[config.mk]
export PLATFORM = sky130hd
export DESIGN_NAME = ms_bus_arbiter
export DESIGN_NICKNAME = d
export VERILOG_FILES = /design/src/rtl/ms_bus_arbiter.sv
export SDC_FILE = /design/constraint.sdc
export NUM_CORES = 1
export LEC_CHECK = 0
export ABC_AREA = 1
export BUFFER_PORTS_ARGS = -buffer_cell sky130_fd_sc_hd__buf_2
export CELL_PAD_IN_SITES_DETAIL_PLACEMENT = 0
export CELL_PAD_IN_SITES_GLOBAL_PLACEMENT = 1
export CORE_MARGIN = 2
export CORE_UTILIZATION = 33
export DETAILED_ROUTE_END_ITERATION = 10
export PLACE_DENSITY = 0.89
export SYNTH_ARGS = -nofsm -noshare
export SYNTH_HDL_FRONTEND = slang
export SYNTH_SLANG_ARGS = --single-unit
[constraint.sdc]
create_clock -name clk -period 4 [get_ports clk]
set_input_delay 0.4 -clock clk [delete_from_list [all_inputs] [get_ports clk]]
set_output_delay 0.4 -clock clk [all_outputs]
set_load 0.02 [all_outputs]
[src/rtl/ms_bus_arbiter.sv]
// ms_bus_arbiter: round-robin arbiter that shares one ms-style slave port
// (valid/addr/data out, ready back) between NREQ master requesters.
//
// Each grant lasts until the owner drops its request or until MAX_BURST
// beats have been accepted. Every grant is followed by one idle cycle.
//
// Optional feature macro: MS_ARB_LOCK_EN
//   When defined, the input req_lock is added. While req_lock[owner] is high,
//   the owner is not released at the burst limit and keeps the grant until
//   its req drops.
//
// Handshake: the slave side uses strict valid/ready semantics. A beat
// transfers on a rising clock edge where s_valid and s_ready are both high.
// s_valid, s_addr and s_data depend only on registered state and the current
// owner's inputs, never on s_ready. While a beat is stalled (s_ready low) they
// stay stable as long as the owner keeps its request and payload stable.
// beat_ack reports the transfer back to the owning requester in the same cycle.

module ms_bus_arbiter #(
  parameter int NREQ      = 4,
  parameter int AW        = 2,
  parameter int DW        = 8,
  parameter int MAX_BURST = 4,
  localparam int OW       = $clog2(NREQ)
) (
  input  logic                 clk,
  input  logic                 rst,
  input  logic [NREQ-1:0]      req,
  input  logic [NREQ*AW-1:0]   req_addr,
  input  logic [NREQ*DW-1:0]   req_data,
`ifdef MS_ARB_LOCK_EN
  input  logic [NREQ-1:0]      req_lock,
`endif
  output logic [NREQ-1:0]      gnt,
  output logic [NREQ-1:0]      beat_ack,
  output logic                 s_valid,
  output logic [AW-1:0]        s_addr,
  output logic [DW-1:0]        s_data,
  input  logic                 s_ready,
  output logic [OW-1:0]        owner,
  output logic                 state_dbg
);

  typedef enum logic {
    IDLE = 1'b0,
    OWN  = 1'b1
  } state_t;

  localparam logic [NREQ-1:0] ONE_HOT0 = {{(NREQ-1){1'b0}}, 1'b1};

  // Registered state
  state_t          state;
  logic [NREQ-1:0] gnt_r;
  logic [OW-1:0]   owner_r;
  logic [OW-1:0]   ptr;
  logic [3:0]      beat_cnt;

  // Next-state values
  state_t          state_n;
  logic [NREQ-1:0] gnt_n;
  logic [OW-1:0]   owner_n;
  logic [OW-1:0]   ptr_n;
  logic [3:0]      beat_cnt_n;

  // Round-robin pick
  logic            pick_vld;
  logic [OW-1:0]   pick_idx;
  logic [OW-1:0]   cand;

  // Owner-side view of the requester inputs
  logic            req_own;
  logic [AW-1:0]   sel_addr;
  logic [DW-1:0]   sel_data;
  logic [NREQ-1:0] own_onehot;
  logic            lock_own;
  logic            in_own;
  logic            accept;
  logic            last_beat;
  logic            release_now;

  // Scan from ptr+1 upward, wrapping, and take the first active request.
  always_comb begin
    pick_vld = 1'b0;
    pick_idx = '0;
    cand     = '0;
    for (int i = 1; i <= NREQ; i++) begin
      cand = OW'((int'(ptr) + i) % NREQ);
      if (!pick_vld && req[cand]) begin
        pick_vld = 1'b1;
        pick_idx = cand;
      end
    end
  end

  // Select the current owner's request and payload. Only the owner's slice can
  // reach the slave port.
  always_comb begin
    req_own  = 1'b0;
    sel_addr = '0;
    sel_data = '0;
    for (int i = 0; i < NREQ; i++) begin
      if (owner_r == OW'(i)) begin
        req_own  = req[i];
        sel_addr = req_addr[i*AW +: AW];
        sel_data = req_data[i*DW +: DW];
      end
    end
  end

  assign own_onehot = ONE_HOT0 << owner_r;

`ifdef MS_ARB_LOCK_EN
  assign lock_own = |(req_lock & own_onehot);
`else
  assign lock_own = 1'b0;
`endif

  // Slave-side outputs. A cycle with rst high drives nothing so that an
  // abandoned burst produces no further acknowledge.
  always_comb begin
    in_own      = (state == OWN) && !rst;
    s_valid     = in_own && req_own;
    s_addr      = s_valid ? sel_addr : '0;
    s_data      = s_valid ? sel_data : '0;
    accept      = s_valid && s_ready;
    beat_ack    = accept ? own_onehot : '0;
    last_beat   = accept && (beat_cnt == 4'(MAX_BURST - 1)) && !lock_own;
    // A request drop and a final-beat accept in the same cycle give one release.
    release_now = (state == OWN) && (!req_own || last_beat);
  end

  // FSM next state: grant in IDLE, count beats and release in OWN.
  always_comb begin
    state_n    = state;
    gnt_n      = gnt_r;
    owner_n    = owner_r;
    ptr_n      = ptr;
    beat_cnt_n = beat_cnt;
    case (state)
      IDLE: begin
        if (pick_vld) begin
          state_n = OWN;
          gnt_n   = ONE_HOT0 << pick_idx;
          owner_n = pick_idx;
        end
      end
      OWN: begin
        if (accept && (beat_cnt < 4'(MAX_BURST))) begin
          beat_cnt_n = beat_cnt + 4'd1;
        end
        if (release_now) begin
          state_n    = IDLE;
          gnt_n      = '0;
          ptr_n      = owner_r;
          beat_cnt_n = '0;
        end
      end
      default: begin
        state_n    = IDLE;
        gnt_n      = '0;
        beat_cnt_n = '0;
      end
    endcase
  end

  // State register. The pointer resets to the last requester so that
  // requester 0 wins the first arbitration.
  always_ff @(posedge clk) begin
    if (rst) begin
      state    <= IDLE;
      gnt_r    <= '0;
      owner_r  <= '0;
      ptr      <= OW'(NREQ - 1);
      beat_cnt <= '0;
    end else begin
      state    <= state_n;
      gnt_r    <= gnt_n;
      owner_r  <= owner_n;
      ptr      <= ptr_n;
      beat_cnt <= beat_cnt_n;
    end
  end

  assign gnt       = gnt_r;
  assign owner     = owner_r;
  assign state_dbg = (state == OWN);

endmodule
# Yosys cells after proc, flatten, opt, wreduce, memory -nomap -nowiden
# Cells that the tools add are included.
[totals]
wordCells = 84
inputBits = 47
output_inout_bits = 22
register_bits = 13
[op_classes]
n_eq_ne = 6
bitwise_logic = 1
n_reduce_logical = 21
mux = 39
n_shift = 2
magnitude_cmp = 5
addsub = 5
[ops]
columns = ["operator", "count"]
rows = [
  ["2-to-1 mux 8 bit", 5],
  ["2-to-1 mux 4 bit", 5],
  ["2-to-1 mux 2 bit", 9],
  ["2-to-1 mux 1 bit", 14],
  ["less-than comparator 2 x 3 -> 1 bit, second input constant", 4],
  ["logical AND 1 bit", 9],
  ["binary-select mux 1 bit (select 2 bit)", 4],
  ["case mux 4 bit (2 select lines)", 1],
  ["AND reduction 2 bit", 4],
  ["<< shifter 1 x 2 -> 4 bit, first input constant", 2],
  ["logical NOT 1 bit", 5],
  ["adder 2 x 1 -> 2 bit, second input constant", 2],
  ["adder 2 bit, second input constant", 2],
  ["adder 4 x 1 -> 4 bit, second input constant", 1],
  ["== test 2 bit, second input constant", 2],
  ["== test 4 x 2 -> 1 bit, second input constant", 1],
  ["less-than comparator 4 x 3 -> 1 bit, second input constant", 1],
  ["== test 2 x 1 -> 1 bit, second input constant", 1],
  ["logical NOT 2 bit", 1],
  ["!= test 2 x 1 -> 1 bit, second input constant", 1],
  ["!= test 2 bit, second input constant", 1],
  ["case mux 1 bit (2 select lines)", 1],
  ["nonzero test 2 bit", 1],
  ["logical OR 1 bit", 1],
  ["NOT 1 bit", 1],
]

# Longest topological paths before layout
# Gate-level depths: netlist of run 1.
[logic_depth]
word_depth = 16
depth_mapped = 13
mapped_depth_nobuf = 12

# Least setup slack after synthesis of run 1
# OpenSTA, ideal clock, no wires.
[synth_path]
path_kind = "reg-to-output"
from = "register owner_r[1], in the netlist owner[1]"
to = "output s_data[2]"
n_path_buf = 1
path_stages_with_launch = 8
path_slack_ns = 1.687
arrival_time_ns = 1.913
required_ns = 3.600
cell_sequence = "dfxtp_1 -> buf_2 -> nand2_2 -> inv_1 -> nand2_1 -> a21oi_2 -> inv_2 -> a311oi_1"
[synth_between]
elab_chain_cells = 7
word_cells_on_any_way = 14
cone_classes = "3 x eq/ne; 9 x mux; 2 x reduce/logical"
[synth_lines]
columns = ["item", "line_no", "text"]
rows = [
  ["from (decl)", "54", "logic [OW-1:0] owner_r;"],
  ["from (signal assigned)", "178", "owner_r <= owner_n;"],
  ["logical NOT 2 bit", "102", "if (owner_r == OW'(i)) begin"],
  ["2-to-1 mux 1 bit (3 in a row)", "102", ""],
  ["2-to-1 mux 1 bit (*)", "102", ""],
  ["logical AND 1 bit (*)", "122", "s_valid = in_own && req_own;"],
  ["via s_valid", "36", "output logic s_valid,"],
  ["2-to-1 mux 8 bit (*)", "124", "s_data = s_valid ? sel_data : '0;"],
  ["to (decl)", "38", "output logic [DW-1:0] s_data,"],
]
# The timed path passes the listed nets; every way through them passes the cells marked *.

# Final worst setup path of run 1
[layout_path]
from = "register owner_r[0], in the netlist owner[0]"
to = "output s_data[2]"
[layout_between]
elab_chain_cells = 7
word_cells_on_any_way = 14
cone_classes = "3 x eq/ne; 9 x mux; 2 x reduce/logical"
[layout_lines]
columns = ["item", "line_no"]
rows = [
  ["logical NOT 2 bit", "102"],
  ["2-to-1 mux 1 bit (4 in a row)", "102"],
  ["logical AND 1 bit", "122"],
  ["2-to-1 mux 8 bit (*)", "124"],
]
# Every way passes the cells marked *; elsewhere a longest branch is shown, timed or not.

==> flow_summary.json, run 1 <==
{
  "maxCapViolCount": 0,
  "critPathLaunch": "owner[0]$_SDFFE_PP0P_",
  "powerDensity_nw_per_um2": 715.4,
  "layout_common_cells": "buf_2, nand2_1, nor2_1",
  "fin_area_um2": 1739,
  "fillers": 421,
  "drv_slew": 0,
  "timing.fmax_ghz": 0.3816,
  "rsz0062_at_grt": "false",
  "synthTopCellsByArea": "dfxtp_1, nand2_1, nand2_4",
  "cts_setup_buffers": 0,
  "r2r-start": "owner[0]$_SDFFE_PP0P_",
  "diodes": 0,
  "comb_power_share_pct": 70.4,
  "dieHeight_um": 67.70,
  "crit_cells": 7,
  "synth_top_area_cell": "dfxtp_1",
  "fin_nets": 312,
  "io_buffers": 68,
  "power.static_leakage_uw": 0.0009289,
  "vias_per_cell": 4.869,
  "drc_errors": 0,
  "p_clk_share_pct": 9.5,
  "cts_buffer_depth": 2,
  "cts-htree-levels": 1,
  "r2r_end": "gnt[1]$_SDFFE_PP0P_",
  "crit_family": "buffers and inverters",
  "yosysSeqAreaShare_pct": 19.44,
  "grt_first_pass_wirelength_um": 5589,
  "cp.required_ns": 3.60,
  "critPathMaxStageDelay_ns": 0.61,
  "layout-drive-gt1-share_pct": 41.06,
  "internal_power_uw": 555.5,
  "switching_share_pct": 55.36,
  "vias": 1524,
  "worstHoldPathType": "primary input to flop",
  "min_period_over_period_pct": 65.51,
  "cp_num_buf_inv": 3,
  "boundaryPins": 69,
  "relSlewSlack_pct": 68.52,
  "min_period_ns": 2.620,
  "syn_avg_cell_area_um2": 6.796,
  "numCtsBuffers": 3,
  "root_buffer": "clkbuf_8",
  "totalWireLength_um": 3764,
  "criticalPathCategory": "flop to primary output",
  "core_um2": 3943,
  "ir_worst_vdd_uv": 327.7,
  "grt-ovfl-total": 0,
  "synth_area_um2": 1339,
  "cts_sinks": 13,
  "worstPathArrival_ns": 2.22,
  "r2r_setup_slack_ns": 2.05,
  "path_cells": "nand2_2 -> inv_1 -> nand2_1 -> a21oi_2 -> inv_2 -> a311oi_1 -> buf_2",
  "cp_slowest_cell": "dfxtp_1",
  "place.gp.congestion": 0.7634,
  "synth_top_area_share_pct": 19.44,
  "critPathMaxFanout": 11,
  "syn_nets": 245,
  "cts_tree": "done",
  "first_iter_violations": 44,
  "die-area_um2": 4583,
  "synth_ff_type": "dfxtp_1",
  "postCtsHoldBufs": 0,
  "worst_pin_slew_ns": 0.4716,
  "area_growth_pct": 29.91,
  "drt_pass1_iterations": 4,
  "cts_resized": 0,
  "ys_warn_count": 0,
  "status": "finished, final reports clean",
  "track_usage_pct": 15.96,
  "row_count": 23,
  "layout_commonest_cell": "buf_2",
  "synthArstFlopShare_pct": 0,
  "endpoint_kind": "primary output",
  "fin_skew_ns": 0.0008333,
  "place_hpwl_um": 3074,
  "crit_path_end": "s_data[2]",
  "ys_ff_latch": 13,
  "setup-tns-final_ns": 0,
  "synth_edf_count": 0,
  "die_w_um": 67.70,
  "clk_latency_ns": 0.24,
  "syn_inst": 197,
  "place_area_um2": 1694,
  "seqPwrFrac_pct": 20.1,
  "grt_max_degree": 12,
  "path_clk_slew_ns": 0.06,
  "worst_r2r_path_depth": 9,
  "setup_viol": 0,
  "start_kind": "flop",
  "ant_nets": 0,
  "grt_pass1_vias": 1288,
  "synth.distinct_cells": 37,
  "final_hold_viol_count": 0,
  "power.switching_uw": 688.8,
  "drt-wirelength-per-cell_um": 12.03,
  "start_util_pct": 33.96,
  "antenna_found_initial": 0
}
-- per-stage QoR --
step	util [%]	total power (uW)	cells	hold WS [ns]	setup slack [ns]
2_1_floorplan	-	960.0	197	0.4416	1.687
3_3_place_gp	42.97	1130	309	0.4607	1.746
3_5_place_dp	42.97	1127	309	0.4614	1.672
4_1_cts	44.11	1251	313	0.4283	1.401
5_1_grt	44.11	1360	313	0.4336	1.196
6_report	44.11	1244	313	0.4236	1.380
-- kinds of logic (layout without fill, tap and decap cells) --
family,after synthesis,after routing,share of synthesized area (%)
AOI/OAI and AO/OA,42,42,21.87
adders and majority gates,1,1,0.9344
buffers and inverters,27,93,10.37
DFF,13,13,19.44
and+or+nand+nor,114,114,47.38
-- power groups by stage --
| stage | clock network [uW] | logic, uW | registers (uW) |
|---|---|---|---|
| CTS | 121 | 880 | 250 |
| finish | 119 | 875 | 250 |
| floorplan | 0 | 731 | 229 |
| global placement | 0 | 881 | 249 |
| detailed placement | 0 | 875 | 252 |
| global route | 130 | 971 | 259 |
-- cells in the mapped netlist (2+ instances only) --
cell / instances
nand2_4: 13
a311oi_1: 2
inv_4: 2
nand4_1: 3
nor3_1: 3
a221o_1: 3
o21ai_1: 2
dfxtp_1: 13
nor2_1: 24
inv_1: 14
buf_6: 3
nand3_2: 4
a21oi_1: 16
nand2_1: 48
o221ai_1: 2
o21ai_0: 7
a221oi_1: 2
nand2_2: 7
nand3_1: 7
buf_2: 2
o211ai_1: 2
inv_2: 3
-- worst min-delay path by stage --
stage / cells after the start / to / from / slack, ns
2_1_floorplan: 2 / beat_cnt[1]$_SDFFE_PP0P_ / beat_cnt[1]$_SDFFE_PP0P_ / 0.44
3_3_place_gp: 2 / beat_cnt[0]$_SDFFE_PP0P_ / beat_cnt[0]$_SDFFE_PP0P_ / 0.46
3_5_place_dp: 2 / beat_cnt[3]$_SDFFE_PP0P_ / beat_cnt[3]$_SDFFE_PP0P_ / 0.46
4_1_cts: 2 / owner[0]$_SDFFE_PP0P_ / rst / 0.43
5_1_grt: 2 / beat_cnt[1]$_SDFFE_PP0P_ / rst / 0.43
6_report: 2 / beat_cnt[1]$_SDFFE_PP0P_ / rst / 0.42
-- routing by layer --
| layer | global-route usage (%) | part of all wire (%) | vias to the layer above |
|---|---|---|---|
| met4 | 3.061 | 0.37 | 0 |
| met1 | 17.70 | 43 | 659 |
| met3 | 5.500 | 11 | 2 |
| met2 | 29.29 | 46 | 71 |
| met5 | 0 | 0 | - |
| li1 | - | - | 792 |
-- final cells by class --
cell class	instances	area [um^2]	share of cell area, %
timing repair buffer	68	340.3	19.57
inverter	21	91.34	5.252
tap	50	62.56	3.597
sequential	13	260.3	14.96
clock buffer	4	45.04	2.590
multi-input combinational	157	939.7	54.03
-- registers in the layout, indices dropped and copies added (netlist names) --
signal and count:
beat_cnt 4, gnt 4, owner 2, ptr 2, state_dbg 1
Power figures use the tool's default switching activity.
==> run 2, diff against run 1 <==
--- a/config.mk
+++ b/config.mk
@@ -10,9 +10,9 @@
 export CELL_PAD_IN_SITES_DETAIL_PLACEMENT = 0
 export CELL_PAD_IN_SITES_GLOBAL_PLACEMENT = 1
 export CORE_MARGIN = 2
-export CORE_UTILIZATION = 33
+export CORE_UTILIZATION = 30
 export DETAILED_ROUTE_END_ITERATION = 10
-export PLACE_DENSITY = 0.89
+export PLACE_DENSITY = 0.82
 export SYNTH_ARGS = -nofsm -noshare
 export SYNTH_HDL_FRONTEND = slang
 export SYNTH_SLANG_ARGS = --single-unit
==> constraint.sdc (replaced) <==
create_clock -name clk -period 2.5 [get_ports clk]
set_input_delay 0.25 -clock clk [delete_from_list [all_inputs] [get_ports clk]]
set_output_delay 0.25 -clock clk [all_outputs]
set_load 0.02 [all_outputs]
==> run 2 against run 1 <==
  * Worst setup slack worse by 1.2 ns
  * Critical path depth up 1
  * Via count up 1.0%
==> flow_summary.json, run 2 (synthesis gave the netlist of run 1 again) <==
{
  "cts_resized": 0,
  "relSlewSlack_pct": 69.53,
  "r2r_end": "gnt[1]$_SDFFE_PP0P_",
  "cts_sinks": 13,
  "core_um2": 4324,
  "cts-htree-levels": 1,
  "die-area_um2": 5013,
  "grt_max_degree": 11,
  "power.switching_uw": 1098,
  "drc_errors": 0,
  "cp.required_ns": 2.25,
  "clk_latency_ns": 0.24,
  "grt-ovfl-total": 0,
  "hold_depth": 2,
  "layout_commonest_cell": "buf_2",
  "timing.fmax_ghz": 0.4401,
  "start_util_pct": 30.96,
  "criticalPathCategory": "flop to primary output",
  "place.gp.congestion": 0.9015,
  "seq_area_um2": 260.3,
  "row_count": 24,
  "setup-tns-final_ns": 0,
  "min_period_ns": 2.272,
  "vias": 1540,
  "drv_slew": 0,
  "cts_setup_buffers": 0,
  "first_iter_violations": 58,
  "track_usage_pct": 15.59,
  "worst_pin_slew_ns": 0.4564,
  "path_clk_slew_ns": 0.05,
  "min_to": "gnt[2]$_SDFFE_PP0P_",
  "critPathMaxFanout": 9,
  "endpoint_kind": "primary output",
  "multiInputGateArea_um2": 939.7,
  "internal_power_uw": 893.1,
  "r2r_setup_slack_ns": 0.77,
  "seqPwrFrac_pct": 20.1,
  "start_kind": "flop",
  "io_buffers": 68,
  "hold_start": "rst",
  "die_w_um": 70.80,
  "powerDensity_nw_per_um2": 1139,
  "critPathLaunch": "owner[1]$_SDFFE_PP0P_",
  "numCtsBuffers": 3,
  "setup_viol": 0,
  "fin_nets": 313,
  "worstHoldPathType": "primary input to flop",
  "layout-drive-gt1-share_pct": 41.29,
  "status": "finished, final reports clean",
  "setup_ws_ns": 0.2276,
  "cts_buffer_depth": 2,
  "grt_pass1_vias": 1438,
  "boundaryPins": 69,
  "postCtsHoldBufs": 0,
  "area_growth_pct": 30.65,
  "switching_share_pct": 55.16,
  "grt_first_pass_wirelength_um": 6437,
  "ir_worst_vdd_uv": 545.2,
  "cts_tree": "done",
  "root_buffer": "clkbuf_8",
  "rsz0062_at_grt": "false",
  "worst_r2r_path_depth": 10,
  "ant_nets": 0,
  "vias_per_cell": 4.873,
  "final_hold_viol_count": 0,
  "dieHeight_um": 70.80,
  "maxCapViolCount": 0,
  "worstPathArrival_ns": 2.02,
  "layout_common_cells": "buf_2, nand2_1, nor2_1",
  "antenna_found_initial": 0,
  "drt_pass1_iterations": 4,
  "comb_power_share_pct": 70.4,
  "min_period_over_period_pct": 90.90,
  "place_hpwl_um": 3226,
  "r2r-start": "ptr[0]$_SDFFE_PP1P_",
  "pre_cts_slack_ns": 0.4671,
  "fillers": 500,
  "fin_skew_ns": 0.001953,
  "diodes": 0,
  "p_clk_share_pct": 9.5,
  "totalWireLength_um": 3890,
  "drt-wirelength-per-cell_um": 12.31,
  "hold_ws_ns": 0.2769,
  "power.static_leakage_uw": 0.0009344
}
[run 2: metal layers]
layer / part of all wire [%] / global-route usage (%)
met3: 9.5 / 4.274
met2: 45 / 27.10
met4: 0.69 / 3.145
met5: 0 / 0
met1: 44 / 19.36
[run 2: worst max path at each step]
stage	depth (start not counted)	endpoint	slack, ns
2_1_floorplan	7	s_data[2]	0.34
3_3_place_gp	8	s_data[0]	0.46
3_5_place_dp	8	s_data[0]	0.47
4_1_cts	8	s_data[0]	0.19
5_1_grt	8	s_data[0]	0.02
6_report	8	s_data[0]	0.23
[run 2: worst max-delay path, cell delays in order (launching register included)]
cell and delay [ns]:
dfxtp_1 0.55, inv_1 0.22, nor2_2 0.35, inv_1 0.15
nor2_1 0.12, nor2_1 0.06, a21oi_1 0.13, nor2_1 0.05
buf_2 0.16
[run 2: cell type report]
type | count | share of cell area, %
Inverter | 21 | 5.222
Tap cell | 52 | 3.720
Clock buffer | 4 | 2.575
Sequential cell | 13 | 14.88
Multi-Input combinational cell | 157 | 53.72
Timing Repair Buffer | 69 | 19.89
[run 2: power by group through the flow]
| stage | sequential (uW) | clock (uW) | combinational, uW |
|---|---|---|---|
| detailed placement | 407 | 0 | 1410 |
| floorplan | 366 | 0 | 1170 |
| global placement | 403 | 0 | 1400 |
| global route | 415 | 205 | 1590 |
| finish | 401 | 189 | 1400 |
| CTS | 404 | 195 | 1420 |
[run 2: through the flow]
stage                     utilization (%)  area [um^2]  total power (uW)  std cells
after floorplan                         -         1339              1536        197
after global placement              39.41         1704              1807        312
after detailed placement            39.41         1704              1820        312
after global routing                40.45         1749              2208        316
final                               40.45         1749              1992        316
after CTS                           40.45         1749              2017        316
==> run 3, diff against run 2 <==
--- a/config.mk
+++ b/config.mk
@@ -6,13 +6,14 @@
 export NUM_CORES = 1
 export LEC_CHECK = 0
 export ABC_AREA = 1
-export BUFFER_PORTS_ARGS = -buffer_cell sky130_fd_sc_hd__buf_2
+export BUFFER_PORTS_ARGS = -buffer_cell sky130_fd_sc_hd__buf_4
 export CELL_PAD_IN_SITES_DETAIL_PLACEMENT = 0
 export CELL_PAD_IN_SITES_GLOBAL_PLACEMENT = 1
 export CORE_MARGIN = 2
 export CORE_UTILIZATION = 30
 export DETAILED_ROUTE_END_ITERATION = 10
 export PLACE_DENSITY = 0.82
+export SLEW_MARGIN = 30
 export SYNTH_ARGS = -nofsm -noshare
 export SYNTH_HDL_FRONTEND = slang
 export SYNTH_SLANG_ARGS = --single-unit
==> run 3 against run 2 <==
  * Via count up 0.32%
  * Clock skew increased by 0.0013 ns
  * Cell area increased by 10%
  * Critical path depth is 1 lower
  * Combinational power grew 5%
  * Clock power rose by 2%
  * Critical endpoint is now s_data[4]
==> flow_summary.json, run 3 (synthesis gave the netlist of run 1 again) <==
{
  "status": "finished, final reports clean",
  "setup_ws_ns": 0.2229,
  "fillers": 474,
  "cp_slowest_cell": "dfxtp_1",
  "layout_commonest_cell": "buf_4",
  "fin_nets": 313,
  "cts_buffer_depth": 2,
  "drv_slew": 0,
  "place_hpwl_um": 3240,
  "endpoint_kind": "primary output",
  "grt_pass1_vias": 1466,
  "powerDensity_nw_per_um2": 1076,
  "grt-ovfl-total": 0,
  "crit_family": "flip-flops",
  "clk_latency_ns": 0.25,
  "worst_pin_slew_ns": 0.5095,
  "die_w_um": 70.80,
  "drt_pass1_iterations": 4,
  "area_growth_pct": 43.74,
  "place.gp.congestion": 0.8436,
  "worstHoldPathType": "primary input to flop",
  "start_kind": "flop",
  "ant_nets": 0,
  "pre_cts_slack_ns": 0.4738,
  "min_period_ns": 2.277,
  "layout_common_cells": "buf_4, nand2_1, nor2_1",
  "criticalPathCategory": "flop to primary output",
  "critPathMaxStageDelay_ns": 0.64,
  "vias": 1545,
  "diodes": 0,
  "cts_tree": "done",
  "cts_sinks": 13,
  "core_um2": 4324,
  "fin_skew_ns": 0.003220,
  "dieHeight_um": 70.80,
  "postCtsHoldBufs": 0,
  "root_buffer": "clkbuf_8",
  "drc_errors": 0,
  "start_util_pct": 30.96,
  "cts_setup_buffers": 0,
  "setup_viol": 0,
  "ir_worst_vdd_uv": 504.5,
  "grt_first_pass_wirelength_um": 6506,
  "boundaryPins": 69,
  "path_clk_slew_ns": 0.06,
  "relSlewSlack_pct": 65.98,
  "numCtsBuffers": 3,
  "timing.fmax_ghz": 0.4392,
  "cts-htree-levels": 1,
  "layout-drive-gt1-share_pct": 41.29,
  "cp.required_ns": 2.25,
  "final_hold_viol_count": 0,
  "critPathMaxFanout": 10,
  "row_count": 24,
  "path_cells": "nand2_2 -> inv_1 -> nand2_1 -> a21oi_2 -> inv_2 -> a311oi_1 -> buf_4",
  "totalWireLength_um": 3984,
  "grt_max_degree": 11,
  "setup-tns-final_ns": 0,
  "antenna_found_initial": 0,
  "min_period_over_period_pct": 91.08,
  "power.static_leakage_uw": 0.0009758,
  "cp_num_buf_inv": 3,
  "io_buffers": 68,
  "drt-wirelength-per-cell_um": 12.61,
  "worstPathArrival_ns": 2.03,
  "maxCapViolCount": 0,
  "die-area_um2": 5013,
  "track_usage_pct": 15.81,
  "first_iter_violations": 48,
  "rsz0062_at_grt": "false",
  "vias_per_cell": 4.889
}
==> run 3: layer usage <==
| metal | track usage [%] | vias to the layer above | part of all wire, % |
|---|---|---|---|
| li1 | - | 794 | - |
| met1 | 19.30 | 676 | 44 |
| met2 | 27.41 | 70 | 46 |
| met3 | 4.131 | 5 | 9.2 |
| met4 | 4.403 | 0 | 1.0 |
| met5 | 0 | - | 0 |
==> run 3: worst register-to-register path, delay by kind of cell (launching register included) <==
family / cells / cell delay [ns]
buffers and inverters: 1 / 0.06
AND/OR/NAND/NOR: 9 / 0.98
flip-flops: 1 / 0.60
==> run 3: area by class of cell <==
cell class / count / area (um^2) / share of cell area [%]
timing repair buffer: 69 / 518.0 / 26.92
tap: 52 / 65.06 / 3.381
inverter: 21 / 91.34 / 4.746
clock buffer: 4 / 45.04 / 2.341
sequential: 13 / 260.3 / 13.52
multi-input combinational: 157 / 944.7 / 49.09
==> run 3: report_power, final <==
part           total, uW  internal [uW]  switching, uW
Clock                193            113           80.5
Combinational       1470            574            895
Sequential           408            276            132
==> run 3: what timing repair did <==
action | 4_1_cts | 5_1_grt
gates resized for setup | 0 | 1
endpoints found under the setup margin | 0 | 1
hold endpoints to repair | 0 | 0
==> run 3: final timing paths <==
kind / start / to / slack, ns / cells past startpoint
worst min-delay path: rst / beat_cnt[1]$_SDFFE_PP0P_ / 0.23 / 2
worst max-delay path: owner[0]$_SDFFE_PP0P_ / s_data[4] / 0.22 / 7
worst min register to register: beat_cnt[1]$_SDFFE_PP0P_ / beat_cnt[1]$_SDFFE_PP0P_ / 0.47 / 2
worst max register to register: ptr[0]$_SDFFE_PP1P_ / gnt[1]$_SDFFE_PP0P_ / 0.77 / 10
==> run 3: through the flow <==
| step | cells | total power (uW) | cell area (um^2) | hold WS, ns | utilization [%] |
|---|---|---|---|---|---|
| after floorplan | 197 | 1536 | 1339 | 0.3191 | - |
| after global placement | 312 | 1885 | 1874 | 0.4604 | 43.34 |
| after detailed placement | 312 | 1880 | 1874 | 0.4630 | 43.34 |
| after CTS | 316 | 2083 | 1919 | 0.2318 | 44.39 |
| after global routing | 316 | 2275 | 1924 | 0.2369 | 44.50 |
| final | 316 | 2070 | 1924 | 0.2312 | 44.50 |
